$ cat config.mk
export PLATFORM = sky130hd
export DESIGN_NAME = controlador_irrigacao
export DESIGN_NICKNAME = d
export VERILOG_FILES = /design/src/rtl/controlador_irrigacao.sv
export SDC_FILE = /design/constraint.sdc
export NUM_CORES = 1
export LEC_CHECK = 0
export CORE_MARGIN = 2
export CORE_UTILIZATION = 38
export CTS_CLUSTER_DIAMETER = 200
export DETAILED_ROUTE_END_ITERATION = 8
export GPL_TIMING_DRIVEN = 0
export PLACE_DENSITY_LB_ADDON = 0.15
export SYNTH_ARGS = -nofsm -noshare
export SYNTH_HDL_FRONTEND = slang
export SYNTH_SLANG_ARGS = --single-unit
$ cat constraint.sdc
create_clock -name clock -period 3.4 [get_ports clock]
set_input_delay 1.02 -clock clock [delete_from_list [all_inputs] [get_ports clock]]
set_output_delay 1.02 -clock clock [all_outputs]
set_load 0.05 [all_outputs]
$ cat src/rtl/controlador_irrigacao.sv
// Irrigation mode controller: 1 s prescaler, sensor synchronizers and a five-state
// FSM that selects sprinkler, drip, tank refill or alarm for the downstream timer.
module controlador_irrigacao #(
  parameter int MEIO_PERIODO        = 25_000_000,
  parameter int DURACAO_ASPERSAO    = 3060,
  parameter int DURACAO_GOTEJAMENTO = 180,
  parameter int TEMPO_ENCHER        = 600
) (
  input  logic       clock,
  input  logic       reset,
  input  logic       habilita,
  input  logic       soloSeco,
  input  logic       temperaturaAlta,
  input  logic       nivelBaixo,
  input  logic       nivelCheio,
  output logic       umSegundo,
  output logic       aspersao,
  output logic       gotejamento,
  output logic       valvulaEntrada,
  output logic       alarme,
  output logic [2:0] estado
);

  localparam int PW = (MEIO_PERIODO > 1) ? $clog2(MEIO_PERIODO) : 1;
  localparam logic [PW-1:0] L_PRESC_FIM = PW'(MEIO_PERIODO - 1);
  localparam logic [15:0]   L_ASP_FIM   = 16'(DURACAO_ASPERSAO - 1);
  localparam logic [15:0]   L_GOT_FIM   = 16'(DURACAO_GOTEJAMENTO - 1);
  localparam logic [15:0]   L_ENC_FIM   = 16'(TEMPO_ENCHER - 1);

  typedef enum logic [2:0] {
    S_OCIOSO      = 3'd0,
    S_ASPERSAO    = 3'd1,
    S_GOTEJAMENTO = 3'd2,
    S_ENCHENDO    = 3'd3,
    S_ERRO        = 3'd4
  } estado_t;

  logic [4:0]    w_sensores;
  logic [4:0]    r_sync1;
  logic [4:0]    r_sync2;
  logic          w_hab, w_seco, w_temp, w_baixo, w_cheio;
  logic [PW-1:0] r_presc;
  logic          r_um;
  logic          w_tick;
  logic [15:0]   r_seg;
  estado_t       r_estado;
  estado_t       w_next;
  logic          r_asp, r_got, r_val, r_alm;

  assign w_sensores = {habilita, soloSeco, temperaturaAlta, nivelBaixo, nivelCheio};

  always_ff @(posedge clock or negedge reset) begin
    if (!reset) begin
      r_sync1 <= '0;
      r_sync2 <= '0;
    end else begin
      r_sync1 <= w_sensores;
      r_sync2 <= r_sync1;
    end
  end

  assign {w_hab, w_seco, w_temp, w_baixo, w_cheio} = r_sync2;

  // Free-running half-period counter; tick marks the rising edge of umSegundo.
  always_ff @(posedge clock or negedge reset) begin
    if (!reset) begin
      r_presc <= '0;
      r_um    <= 1'b0;
    end else if (r_presc == L_PRESC_FIM) begin
      r_presc <= '0;
      r_um    <= ~r_um;
    end else begin
      r_presc <= r_presc + 1'b1;
    end
  end

  assign w_tick = (r_presc == L_PRESC_FIM) && !r_um;

  always_comb begin
    w_next = r_estado;
    if (!w_hab) begin
      w_next = S_OCIOSO;
    end else if (w_baixo && w_cheio && (r_estado != S_ERRO)) begin
      w_next = S_ERRO;
    end else begin
      case (r_estado)
        S_OCIOSO: begin
          if (w_seco) begin
            if (w_baixo)     w_next = S_ENCHENDO;
            else if (w_temp) w_next = S_GOTEJAMENTO;
            else             w_next = S_ASPERSAO;
          end
        end
        S_ASPERSAO: begin
          if (w_baixo)                         w_next = S_ENCHENDO;
          else if (w_tick && r_seg == L_ASP_FIM) w_next = S_OCIOSO;
        end
        S_GOTEJAMENTO: begin
          if (w_baixo)                         w_next = S_ENCHENDO;
          else if (w_tick && r_seg == L_GOT_FIM) w_next = S_OCIOSO;
        end
        // A full tank in the same cycle as the timeout still counts as success.
        S_ENCHENDO: begin
          if (w_cheio)                         w_next = S_OCIOSO;
          else if (w_tick && r_seg == L_ENC_FIM) w_next = S_ERRO;
        end
        S_ERRO:  w_next = S_ERRO;
        default: w_next = S_OCIOSO;
      endcase
    end
  end

  always_ff @(posedge clock or negedge reset) begin
    if (!reset) begin
      r_estado <= S_OCIOSO;
      r_seg    <= '0;
      r_asp    <= 1'b0;
      r_got    <= 1'b0;
      r_val    <= 1'b0;
      r_alm    <= 1'b0;
    end else begin
      r_estado <= w_next;
      if (w_next != r_estado)
        r_seg <= '0;
      else if (w_tick && (r_seg != 16'hFFFF))
        r_seg <= r_seg + 16'd1;
      r_asp <= (w_next == S_ASPERSAO);
      r_got <= (w_next == S_GOTEJAMENTO);
      r_val <= (w_next == S_ENCHENDO);
      r_alm <= (w_next == S_ERRO);
    end
  end

  assign umSegundo      = r_um;
  assign aspersao       = r_asp;
  assign gotejamento    = r_got;
  assign valvulaEntrada = r_val;
  assign alarme         = r_alm;
  assign estado         = r_estado;

endmodule
Word-level counts from Yosys, hierarchy flattened
Index checks and enable logic that the tools add are counted.
{"block": "classes", "n_addsub": 2, "mul": 0, "n_div": 0, "magnitude_cmp": 0, "n_eq_ne": 15, "n_shift": 0, "mux": 15, "n_bitwise": 1, "n_reduce_logical": 10}
{"cell": "$mux W16", "n": 2}
{"cell": "$mux W3", "n": 9}
{"cell": "$add A25 B1 Y25 const B", "n": 1}
{"cell": "$eq A25 B25 Y1 const B", "n": 1}
{"cell": "$mux W25", "n": 1}
{"cell": "$add A16 B1 Y16 const B", "n": 1}
{"cell": "$eq A16 B10 Y1 const B", "n": 1}
{"cell": "$eq A16 B12 Y1 const B", "n": 1}
{"cell": "$eq A16 B8 Y1 const B", "n": 1}
{"cell": "$ne A16 B16 Y1 const B", "n": 1}
{"cell": "$pmux W3 S5", "n": 1}
{"cell": "$eq A3 B2 Y1 const B", "n": 4}
{"cell": "$logic_and A1 B1 Y1", "n": 7}
{"cell": "$eq A3 B1 Y1 const B", "n": 2}
{"cell": "$eq A3 B3 Y1 const B", "n": 2}
{"cell": "$mux W2", "n": 2}
{"cell": "$logic_not A3 Y1", "n": 1}
{"cell": "$ne A3 B3 Y1", "n": 1}
{"cell": "$ne A3 B3 Y1 const B", "n": 1}
{"cell": "$reduce_bool A2 Y1", "n": 1}
{"cell": "$logic_not A1 Y1", "n": 1}
{"cell": "$not A1 Y1", "n": 1}
{"block": "word_totals", "ff_bits": 59, "latchBits": 0, "ramBits": 0, "rom_bits": 0, "in_bits": 7, "output_inout_bits": 8, "wordCells": 53, "mem_count": 0}

Logic depth before layout (Yosys ltp)
{"block": "logic_depth", "ltp_word": 10, "ltp_mapped": 9, "depth_no_buf": 7}

Least setup slack after synthesis
OpenSTA, ideal clock, no wires.
{"block": "synth_timing", "path_kind": "flip-flop to flip-flop", "start": "register r_estado[1], in the netlist estado[1]", "end": "register r_seg[11]", "setup_ps": 123, "arrival_ps": 2637, "t_required_ps": 3277, "slack_ps": 639, "stages_incl_launch_ff": 9, "n_path_buf": 2, "synth_period_minus_slack_ps": 2761, "path_cell_list": "dfrtp_1 -> clkbuf_1 -> inv_1 -> or4b_2 -> nor4_1 -> a31oi_1 -> o32ai_4 -> buf_6 -> nor4b_1"}
{"block": "synth_between", "elab_chain_len": 7, "elab_cells_between_ends": 20, "classes_between": "6 x eq/ne; 11 x mux; 3 x reduce/logical"}
{"item": "start: declaration", "line_no": "46", "text": "estado_t r_estado;"}
{"item": "start signal: assignment", "line_no": "122", "text": "r_estado <= w_next;"}
{"item": "$mux W3, on equally long branches", "line_no": "105, 100, 96"}
{"item": "$mux W3, on equally long branches", "line_no": "104, 95, 99"}
{"item": "$pmux W3 S5", "line_no": "86", "text": "case (r_estado)"}
{"item": "$mux W3", "line_no": "83", "text": "end else if (w_baixo && w_cheio && (r_estado != S_ERRO)) begin"}
{"item": "$mux W3", "line_no": "81", "text": "if (!w_hab) begin"}
{"item": "$ne A3 B3 Y1 (*)", "line_no": "123", "text": "if (w_next != r_estado)"}
{"item": "$mux W16 / $reduce_bool A2 Y1 (equally long branches)"}
{"item": "end signal: assignment", "line_no": "126", "text": "r_seg <= r_seg + 16'd1;"}
{"item": "end: declaration", "line_no": "45", "text": "logic [15:0] r_seg;"}
Mark *: on every way between the ends. The rest lies on a longest branch, timed or not.
A chain may end at the register's enable or synchronous reset.

Worst setup path in the final report
{"block": "layout_timing", "start": "register r_presc[7]", "end": "register r_seg[0]"}
{"block": "layout_between", "elab_chain_len": 10, "elab_cells_between_ends": 18, "classes_between": "2 x eq/ne; 10 x mux; 6 x reduce/logical"}
{"item": "start: declaration", "line_no": "42", "text": "logic [PW-1:0] r_presc;"}
{"item": "start signal: assignment", "line_no": "73", "text": "r_presc <= r_presc + 1'b1;"}
{"item": "$eq A25 B25 Y1 (*)", "line_no": "77", "text": "assign w_tick = (r_presc == L_PRESC_FIM) && !r_um;"}
{"item": "$logic_and A1 B1 Y1 (*)", "line_no": "77"}
{"item": "$logic_and A1 B1 Y1, on equally long branches", "line_no": "105, 100, 96"}
{"item": "$mux W3, on equally long branches", "line_no": "105, 100, 96"}
{"item": "$mux W3, on equally long branches", "line_no": "104, 95, 99"}
{"item": "$pmux W3 S5", "line_no": "86"}
{"item": "$mux W3", "line_no": "83"}
{"item": "$mux W3", "line_no": "81"}
{"item": "$ne A3 B3 Y1", "line_no": "123"}
{"item": "$mux W16 / $reduce_bool A2 Y1 (equally long branches)"}
Marks and branches as above.

==> impl_metrics.json <==
{
  "cp_top_family": "simple AND/OR/NAND/NOR gates",
  "die_w_um": 94.2,
  "status": "complete, no violations",
  "startpoint_type": "flop",
  "htree_levels": 3,
  "clk_latency_ns": 0.33,
  "worst_ir_drop_vdd_mv": 0.181,
  "synth_top_area_cell": "dfrtp_1",
  "clk_path_buf_depth": 2,
  "fp-row-count": 32,
  "max_stage_delay_ns": 0.45,
  "drtAntennaViolNets": 0,
  "use_met1": 0.230,
  "finalClockSkew_ns": 0.0115,
  "syn-cell-area_sq_mm": 0.00309,
  "fillers": 757,
  "grt_max_degree": 40,
  "max_cap_violations": 0,
  "grt_use_total": 0.165,
  "drt_iter0_markers": 107,
  "core-area_sq_mm": 0.00781,
  "period_needed_ns": 2.82,
  "critical_path_class": "flop to flop",
  "setup_violations": 0,
  "nets": 332,
  "finalInstanceArea_sq_mm": 0.00360,
  "wirelength_mm": 6.43,
  "grt_pass1_wl_mm": 11.3,
  "critPathSlowestCell": "or4_4",
  "grt_overflow": 0,
  "gr-usage-met3": 0.0337,
  "cts_resized": 0,
  "hold_viol_final": 0,
  "rsz0062_at_grt": "no",
  "numCtsBuffers": 9,
  "synth_edf_count": 0,
  "crit_arrival_ns": 3.03,
  "whs_ns": 0.352,
  "vias": 2261,
  "synth_top_area_share": 0.478,
  "crit_chain": "or3_1 -> or4_4 -> nor2_1 -> clkbuf_1 -> a31oi_1 -> o32ai_4 -> buf_6 -> nor3_1",
  "cts_hold_buffers": 0,
  "io_buffer_count": 14,
  "place.gp.congestion": 0.782,
  "area_growth_pct": 16.5,
  "synth_most_common_cell": "dfrtp_1",
  "first_pass_iters": 4,
  "worst_pin_slew_ns": 1.02,
  "leakage_uw": 0.00142,
  "tns_ns": 0,
  "ys_warn_count": 0,
  "dpl.hpwl_mm": 4.59,
  "yosys-top-cells-area": "dfrtp_1 48%, xnor2_1 7.1%, nor2_1 4.1%",
  "yosysUniqueCellTypes": 57,
  "slew_violations": 0,
  "num_antenna_cells": 0,
  "critical_path.max_fanout": 10,
  "viasPerCell": 5.26,
  "avgSynthCellArea_sq_um": 10.4,
  "power_density_mw_per_mm2": 451,
  "min_path_type": "flop to flop",
  "synth_nets": 306,
  "relSlewSlack": 0.312,
  "synthTopCellsByCount": "59 x dfrtp_1, 34 x nor2_1, 25 x xnor2_1",
  "synth_ff_type": "dfrtp_1",
  "cts.sinks": 59,
  "grt_pass1_vias": 2301,
  "synth_cells": 297,
  "post_dp_cell_area_sq_mm": 0.00337,
  "path_clk_slew_ns": 0.07,
  "cp_data_required_time_ns": 3.61,
  "gr-usage-met2": 0.248,
  "max_freq_mhz": 354,
  "drc": 0,
  "top_usage_layer": "met2",
  "cts_tree": "done",
  "initial_core_util": 0.396,
  "postSynth.asyncResetShare": 1.00,
  "ys_ff_latch": 59,
  "io_pins": 15,
  "post_cts_buffers": 0,
  "ys_seq_area_frac": 0.478,
  "die_area_sq_mm": 0.00887,
  "finalCoreUtilization": 0.461,
  "crit_buf_inv": 2,
  "wl_per_cell_um": 14.9,
  "post-route-period-util": 0.830,
  "cp-end-kind": "flop",
  "die_y_um": 94.2,
  "antenna_found_initial": 0,
  "cts-root-buf": "clkbuf_8",
  "layout-drive-gt1-share": 0.122
}
==> cells in the final DEF, fill, tap and decap left out, types with 3 or more instances in the layout <==
master	Yosys	layout
or3_1	3	3
xnor2_1	25	25
clkbuf_1	5	6
inv_1	8	8
nor2_1	34	34
a21oi_1	5	5
a21o_1	3	3
xor2_1	12	12
clkbuf_8	1	12
nor4b_1	13	13
and3_1	5	5
nor4b_2	5	5
nor2b_1	3	3
and2_1	4	4
dfrtp_1	59	59
nand3_1	20	20
clkdlybuf4s50_1	0	13
nor3_1	9	9
nand4_1	6	6
nand2_1	21	21
and4_1	3	3
nor4_1	6	6
==> final timing paths <==
path                                       from  slack, ns                   end  depth (start not counted)
setup / recovery           r_presc[7]$_DFF_PN0_       0.58  r_seg[0]$_DFFE_PN0P_                          8
hold / removal             r_sync1[2]$_DFF_PN0_       0.35  r_sync2[2]$_DFF_PN0_                          0
setup reg to reg           r_presc[7]$_DFF_PN0_       0.58  r_seg[0]$_DFFE_PN0P_                          8
hold reg to reg            r_sync1[2]$_DFF_PN0_       0.35  r_sync2[2]$_DFF_PN0_                          0
max in group asynchronous                 reset       2.16  r_seg[4]$_DFFE_PN0P_                          2
min in group asynchronous                 reset       0.65  r_sync1[1]$_DFF_PN0_                          1
==> sequential cells by signal, summed over array words and instances, names as in the netlist <==
name	flops
alarme	1
aspersao	1
estado	3
gotejamento	1
r_presc	25
r_seg	16
r_sync1	5
r_sync2	5
umSegundo	1
valvulaEntrada	1
==> power by group <==
part	internal, uW	switching, uW	total [uW]
registers	715	7.09	722
clock network	452	276	728
logic	64.6	108	173
==> stage by stage <==
stage / total power (uW) / setup slack [ns] / std cells
after floorplan: 846 / 0.639 / 297
after global placement: 906 / -0.636 / 413
after detailed placement: 910 / 0.573 / 414
after CTS: 1650 / 0.565 / 430
after global routing: 1700 / 0.330 / 430
final: 1620 / 0.576 / 430
==> layer usage <==
metal	vias to the layer above	routed length (um)	part of all wire
met4	0	82	0.013
li1	1125	-	-
met1	1102	3240	0.50
met3	8	150	0.023
met2	26	2950	0.46
met5	-	0	0
==> area by class of cell <==
type / instances / area (sq um) / area share
buffer: 10 / 70.1 / 0.0195
clock buffer: 12 / 155 / 0.0431
clock inverter: 4 / 72.6 / 0.0202
inverter: 8 / 30.0 / 0.00834
multi-input combinational: 220 / 1510 / 0.420
sequential: 59 / 1480 / 0.410
tap: 102 / 128 / 0.0354
timing repair buffer: 15 / 155 / 0.0431
==> cells by family (layout without fill, tap and decap cells) <==
| kind of cell | after synthesis | count (layout) | synth area share |
|---|---|---|---|
| and+or+nand+nor | 155 | 155 | 0.312 |
| adders and majority gates | 2 | 2 | 0.00810 |
| muxes | 1 | 1 | 0.00324 |
| xor gates and xnor gates | 37 | 37 | 0.105 |
| buffers and inverters | 18 | 49 | 0.0324 |
| AOI/OAI and AO/OA | 25 | 25 | 0.0619 |
| DFF | 59 | 59 | 0.478 |
(Power assumes the default switching activity.)
